### config.mk
export PLATFORM = sky130hd
export DESIGN_NAME = cpu_sequencer_flat
export DESIGN_NICKNAME = d
export VERILOG_FILES = /design/src/rtl/cpu_sequencer_if.sv /design/src/rtl/cpu_sequencer.sv /design/src/flat_wrapper.sv
export SDC_FILE = /design/constraint.sdc
export NUM_CORES = 1
export LEC_CHECK = 0
export CORE_ASPECT_RATIO = 1.25
export CORE_UTILIZATION = 47
export DETAILED_ROUTE_END_ITERATION = 12
export PLACE_DENSITY = 0.89
export SLEW_MARGIN = 5
export SYNTH_ARGS = -nofsm -noshare
export SYNTH_HDL_FRONTEND = slang
export SYNTH_SLANG_ARGS = --single-unit
### constraint.sdc
create_clock -name clk -period 2.8 [get_ports clk]
set_clock_uncertainty 0.1 [all_clocks]
set_input_delay 0.84 -clock clk [delete_from_list [all_inputs] [get_ports clk]]
set_output_delay 0.84 -clock clk [all_outputs]
set_load 0.01 [all_outputs]
### src/rtl/cpu_sequencer_if.sv
// Instruction-fetch and datapath-control bundle between the sequencer and the
// 8-bit CPU datapath (instruction memory, decode ROM, register file, data memory).
interface cpu_sequencer_if #(
    parameter int PC_WIDTH = 8
);
    logic [PC_WIDTH-1:0] imem_addr;
    logic                imem_req;
    logic                imem_valid;
    logic [15:0]         imem_data;
    logic [15:0]         inst;
    logic [2:0]          ctrl_flags;
    logic                reg_we;
    logic                mem_we;
    logic                mem_re;

    modport master (
        output imem_addr, imem_req, inst, reg_we, mem_we, mem_re,
        input  imem_valid, imem_data, ctrl_flags
    );

    modport slave (
        input  imem_addr, imem_req, inst, reg_we, mem_we, mem_re,
        output imem_valid, imem_data, ctrl_flags
    );
endinterface

### src/rtl/cpu_sequencer.sv
// Multi-cycle fetch/execute sequencer: owns pc and instruction register, gates decode
// flags into one-cycle strobes, stops on HALT. Optional JMP opcode via CPU_SEQUENCER_JUMP_EN.
module cpu_sequencer #(
    parameter int PC_WIDTH = 8,
    parameter int RESET_PC = 0
) (
    input  logic                 clk,
    input  logic                 rst,
    input  logic                 run,
    cpu_sequencer_if.master      bus,
    output logic                 busy,
    output logic                 halted,
    output logic [15:0]          retired
);

    typedef enum logic [1:0] {
        ST_IDLE  = 2'd0,
        ST_FETCH = 2'd1,
        ST_EXEC  = 2'd2,
        ST_HALT  = 2'd3
    } state_t;

    localparam logic [3:0] OP_HALT = 4'hC;
    localparam logic [3:0] OP_JMP  = 4'hB;

    state_t              state_q, state_d;
    logic [PC_WIDTH-1:0] pc_q, pc_d;
    logic [15:0]         inst_q, inst_d;
    logic [15:0]         retired_q, retired_d;
    logic                reg_we_s;
    logic                mem_we_s;
    logic                mem_re_s;
    logic                is_halt_s;
    logic                is_jmp_s;
    logic                unused_s;

    assign is_halt_s = (inst_q[15:12] == OP_HALT);
    assign is_jmp_s  = (inst_q[15:12] == OP_JMP);
    // ldi selects the writeback source inside the datapath; the sequencer never needs it
    assign unused_s  = bus.ctrl_flags[0] ^ is_jmp_s;

    // State, program counter, instruction register and retire counter
    always_ff @(posedge clk) begin
        if (rst) begin
            state_q   <= ST_IDLE;
            pc_q      <= PC_WIDTH'(RESET_PC);
            inst_q    <= 16'h0000;
            retired_q <= 16'h0000;
        end else begin
            state_q   <= state_d;
            pc_q      <= pc_d;
            inst_q    <= inst_d;
            retired_q <= retired_d;
        end
    end

    // Next-state and strobe decode
    always_comb begin
        state_d   = state_q;
        pc_d      = pc_q;
        inst_d    = inst_q;
        retired_d = retired_q;
        reg_we_s  = 1'b0;
        mem_we_s  = 1'b0;
        mem_re_s  = 1'b0;
        case (state_q)
            ST_IDLE: begin
                if (run) begin
                    state_d = ST_FETCH;
                end else begin
                    state_d = ST_IDLE;
                end
            end
            ST_FETCH: begin
                if (bus.imem_valid) begin
                    inst_d  = bus.imem_data;
                    state_d = ST_EXEC;
                end else begin
                    state_d = ST_FETCH;
                end
            end
            ST_EXEC: begin
                retired_d = retired_q + 16'd1;
                if (is_halt_s) begin
                    state_d = ST_HALT;
                end
`ifdef CPU_SEQUENCER_JUMP_EN
                else if (is_jmp_s) begin
                    // Target is the 8-bit immediate, resized to the pc width
                    pc_d    = PC_WIDTH'(inst_q[7:0]);
                    state_d = ST_FETCH;
                end
`endif
                else begin
                    mem_we_s = bus.ctrl_flags[2];
                    mem_re_s = bus.ctrl_flags[1];
                    reg_we_s = ~bus.ctrl_flags[2];
                    pc_d     = pc_q + PC_WIDTH'(1'b1);
                    state_d  = ST_FETCH;
                end
            end
            ST_HALT: begin
                state_d = ST_HALT;
            end
            default: begin
                state_d = ST_IDLE;
            end
        endcase
    end

    assign bus.imem_addr = pc_q;
    assign bus.imem_req  = (state_q == ST_FETCH);
    assign bus.inst      = inst_q;
    assign bus.reg_we    = reg_we_s;
    assign bus.mem_we    = mem_we_s;
    assign bus.mem_re    = mem_re_s;
    assign busy          = (state_q == ST_FETCH) || (state_q == ST_EXEC);
    assign halted        = (state_q == ST_HALT);
    assign retired       = retired_q;

endmodule

### src/flat_wrapper.sv
// flat-port wrapper written by rule: the top's interface ports become plain ports
module cpu_sequencer_flat 
#(
    parameter int PC_WIDTH = 8,
    parameter int RESET_PC = 0
)
  (clk, rst, run, busy, halted, retired, bus_imem_addr, bus_imem_req, bus_inst, bus_reg_we, bus_mem_we, bus_mem_re, bus_imem_valid, bus_imem_data, bus_ctrl_flags);
  cpu_sequencer_if #(.PC_WIDTH(PC_WIDTH)) bus_i ();
  input  logic clk;
  input  logic rst;
  input  logic run;
  output logic busy;
  output logic halted;
  output logic [15:0] retired;
  output wire logic [$bits(bus_i.imem_addr)-1:0] bus_imem_addr;
  output wire logic [$bits(bus_i.imem_req)-1:0] bus_imem_req;
  output wire logic [$bits(bus_i.inst)-1:0] bus_inst;
  output wire logic [$bits(bus_i.reg_we)-1:0] bus_reg_we;
  output wire logic [$bits(bus_i.mem_we)-1:0] bus_mem_we;
  output wire logic [$bits(bus_i.mem_re)-1:0] bus_mem_re;
  input wire logic [$bits(bus_i.imem_valid)-1:0] bus_imem_valid;
  input wire logic [$bits(bus_i.imem_data)-1:0] bus_imem_data;
  input wire logic [$bits(bus_i.ctrl_flags)-1:0] bus_ctrl_flags;
  assign bus_imem_addr = bus_i.imem_addr;
  assign bus_imem_req = bus_i.imem_req;
  assign bus_inst = bus_i.inst;
  assign bus_reg_we = bus_i.reg_we;
  assign bus_mem_we = bus_i.mem_we;
  assign bus_mem_re = bus_i.mem_re;
  assign bus_i.imem_valid = bus_imem_valid;
  assign bus_i.imem_data = bus_imem_data;
  assign bus_i.ctrl_flags = bus_ctrl_flags;
  cpu_sequencer #(.PC_WIDTH(PC_WIDTH), .RESET_PC(RESET_PC)) u_core (.clk(clk), .rst(rst), .run(run), .bus(bus_i), .busy(busy), .halted(halted), .retired(retired));
endmodule
==> results.sh <==
export IMPL_outcome="complete, no violations"
export IMPL_cts_tree="done"
export IMPL_grt_max_degree=49
export IMPL_synthArstFlopShare_pct=0
export IMPL_rrSetupSlack_ns=0.69
export IMPL_synth_cell_type_count=33
export IMPL_rows=25
export IMPL_drv_cap=0
export IMPL_synth_avg_cell_area_sq_um=8.55
export IMPL_cts_made_buffers=5
export IMPL_grt_total_usage_pct=22.3
export IMPL_drc=0
export IMPL_clk_transition_reported_paths_ns=0.08
export IMPL_crit_chain="clkdlybuf4s50_1, nor3b_1, dlygate4sd2_1"
export IMPL_start_util_pct=49.5
export IMPL_critPathTopFamily="buffers and inverters"
export IMPL_slew_viol_final=0
export IMPL_grt_pass1_wl_mm=7.17
export IMPL_timing_rr_start="u_core.state_q[0]$_SDFF_PP0_"
export IMPL_fp_dieW_um=58.4
export IMPL_wire_per_inst_um=13.0
export IMPL_pin_count=69
export IMPL_whs_path_depth=2
export IMPL_crit_arrival_ns=1.75
export IMPL_synth_cells=219
export IMPL_cts_sinks=42
export IMPL_grtUsageMet1_pct=25.8
export IMPL_grt_busiest_layer="met2"
export IMPL_grt_pass1_vias=1646
export IMPL_die_h_um=72.6
export IMPL_use_met2_pct=36.8
export IMPL_min_delay_start="u_core.bus.inst[2]$_SDFFE_PP0P_"
export IMPL_leakage_nw=0.910
export IMPL_drt_pass1_iterations=4
export IMPL_h_tree_depth=2
export IMPL_place_gp_congestion=0.759
export IMPL_worstPathRequired_ns=1.86
export IMPL_final_cell_mix="clkdlybuf4s50_1, dfxtp_1, nand2_1"
export IMPL_period_share_pct=96.2
export IMPL_layout_commonest_cell="clkdlybuf4s50_1"
export IMPL_holdCritPathClass="reg2reg"
export IMPL_postRouteWirelength_mm=4.38
export IMPL_period_minus_slack_ns=2.69
export IMPL_place_inst=330
export IMPL_ant_nets=0
export IMPL_drive_gt1_share_pct=6.69
export IMPL_worstSetupPathType="in2out"
export IMPL_antenna_cells=0
export IMPL_power_total_mw=1.14
export IMPL_r2r_end="u_core.retired[14]$_SDFFE_PP0P_"
export IMPL_ys_ff_latch=42
export IMPL_antenna_found_initial=0
export IMPL_overflow=0
export IMPL_portBuffers=67
export IMPL_critical_path_max_stage_delay_ns=0.47
export IMPL_ys_warn_count=0
export IMPL_hold_end="u_core.bus.inst[2]$_SDFFE_PP0P_"
export IMPL_cts_resized=3
export IMPL_rsz0062_at_grt="false"
export IMPL_relSlewSlack_pct=59.0
export IMPL_core_area_sq_mm=0.00378
export IMPL_r2r_worst_path_cells=6
export IMPL_clk_root_buffer_cell="clkbuf_8"
export IMPL_cp_max_fo=2
export IMPL_die_area_sq_mm=0.00424
export IMPL_syn2layout_area_growth_pct=42.4
export IMPL_ys_flop_type="dfxtp_1"
export IMPL_fmax_mhz=371
export IMPL_cts_buffer_depth=2
export IMPL_cp_num_buf_inv=2
export IMPL_cts_setup_buffers=0
export IMPL_clkLatencyLatePin_ns=0.30
export IMPL_crit_slowest_cell="clkdlybuf4s50_1"
export IMPL_powerDensity_mw_per_mm2=427
export IMPL_instances_no_fill=338
export IMPL_nets=312
export IMPL_dp_hpwl_mm=3.04
export IMPL_postCtsHoldBufs=0
export IMPL_synth_edff_count=0
export IMPL_syn_area_sq_mm=0.00187
export IMPL_cp_end_kind="output port"
export IMPL_hold_viol_final=0
export IMPL_syn_num_nets=248
export IMPL_vdd_drop_max_uv=358
export IMPL_tightest_slew_ns=0.614
export IMPL_use_met3_pct=5.53
export IMPL_first_iter_violations=52
export IMPL_dr_total_vias=1758
export IMPL_vias_per_cell=5.20
export IMPL_startpoint_type="input port"
export IMPL_finalSetupViolCount=0
export IMPL_ys_seq_area_share_pct=44.9
[final cells by class]
class                   instances  area (sq um)
clock buffers                   6          82.6
clock inverters                 2          12.5
fillers                       304          1120
inverters                       6          22.5
multi-input cells             158           937
flip-flops and latches         42           841
well taps                      54          67.6
repair buffers                 70           702
[cells by family after synthesis]
logic type / Yosys count / share of synthesized area (%)
compound gates: 46 / 13.7
mux: 7 / 4.14
buf+inv: 19 / 5.01
xor+xnor: 3 / 1.40
simple gates: 96 / 26.8
fa+ha+maj: 6 / 4.01
flops: 42 / 44.9
[layer usage]
metal | routed length (um) | up-vias
met4 | 129 | 0
met1 | 1870 | 805
met2 | 2200 | 39
met3 | 180 | 11
met5 | 0 | -
li1 | - | 903
[worst max-delay path by stage]
| stage | start | end | slack (ns) | cells past startpoint |
|---|---|---|---|---|
| floorplan | u_core.state_q[0]$_SDFF_PP0_ | bus_mem_re | 0.61 | 6 |
| global placement | bus_ctrl_flags[2] | bus_mem_we | -0.17 | 3 |
| detailed placement | bus_ctrl_flags[2] | bus_mem_we | -0.19 | 3 |
| CTS | bus_ctrl_flags[2] | bus_mem_we | 0.09 | 3 |
| global route | bus_ctrl_flags[2] | bus_mem_we | 0.04 | 3 |
| finish | bus_ctrl_flags[2] | bus_mem_we | 0.11 | 3 |
[through the flow]
step           instance area, sq um  TNS [ns]  worst slack, ns  util [%]  hold slack, ns
4_1_cts                        2670         0           0.0932      70.4           0.358
2_1_floorplan                  1870         0            0.614         -           0.381
5_1_grt                        2670         0           0.0412      70.4           0.381
3_3_place_gp                   2570    -0.432           -0.173      68.0           0.342
3_5_place_dp                   2570    -0.497           -0.193      68.0           0.346
6_report                       2670         0            0.107      70.4           0.356
[state kept, by name (all words and copies together) (netlist names)]
signal	cells
u_core.bus.imem_addr	8
u_core.retired	16
u_core.state_q	2
u_core.bus.inst	16
[cell usage after synthesis (all sizes together), types with 2 or more instances]
library cell / count / area [sq um]
a21oi: 30 / 150
buf: 6 / 45.0
clkbuf: 7 / 26.3
dfxtp: 42 / 841
ha: 6 / 75.1
inv: 6 / 22.5
mux2: 6 / 67.6
nand2: 39 / 146
nand3: 5 / 25.0
nand4: 8 / 56.3
nor2: 10 / 37.5
nor2b: 7 / 43.8
nor3: 3 / 15.0
nor3b: 3 / 22.5
nor4: 5 / 37.5
o21ai: 6 / 30.0
o31ai: 8 / 60.1
or3: 5 / 31.3
or4: 8 / 60.1
xor2: 2 / 17.5
[worst register-to-register path, stage by stage (launching register included)]
cell and delay (ns):
dfxtp_1 0.33, inv_1 0.08, ha_1 0.19, buf_4 0.21, nand4_2 0.30, nor4_1 0.43, mux2_1 0.36
[where the power goes]
part           switching, mW  leakage (nW)  internal [mW]
Sequential           0.00751         0.340          0.609
Clock                  0.208        0.0472          0.198
Combinational         0.0508         0.523         0.0642
Total                  0.266         0.910          0.871
No activity file was read; power rests on OpenSTA's default activity.
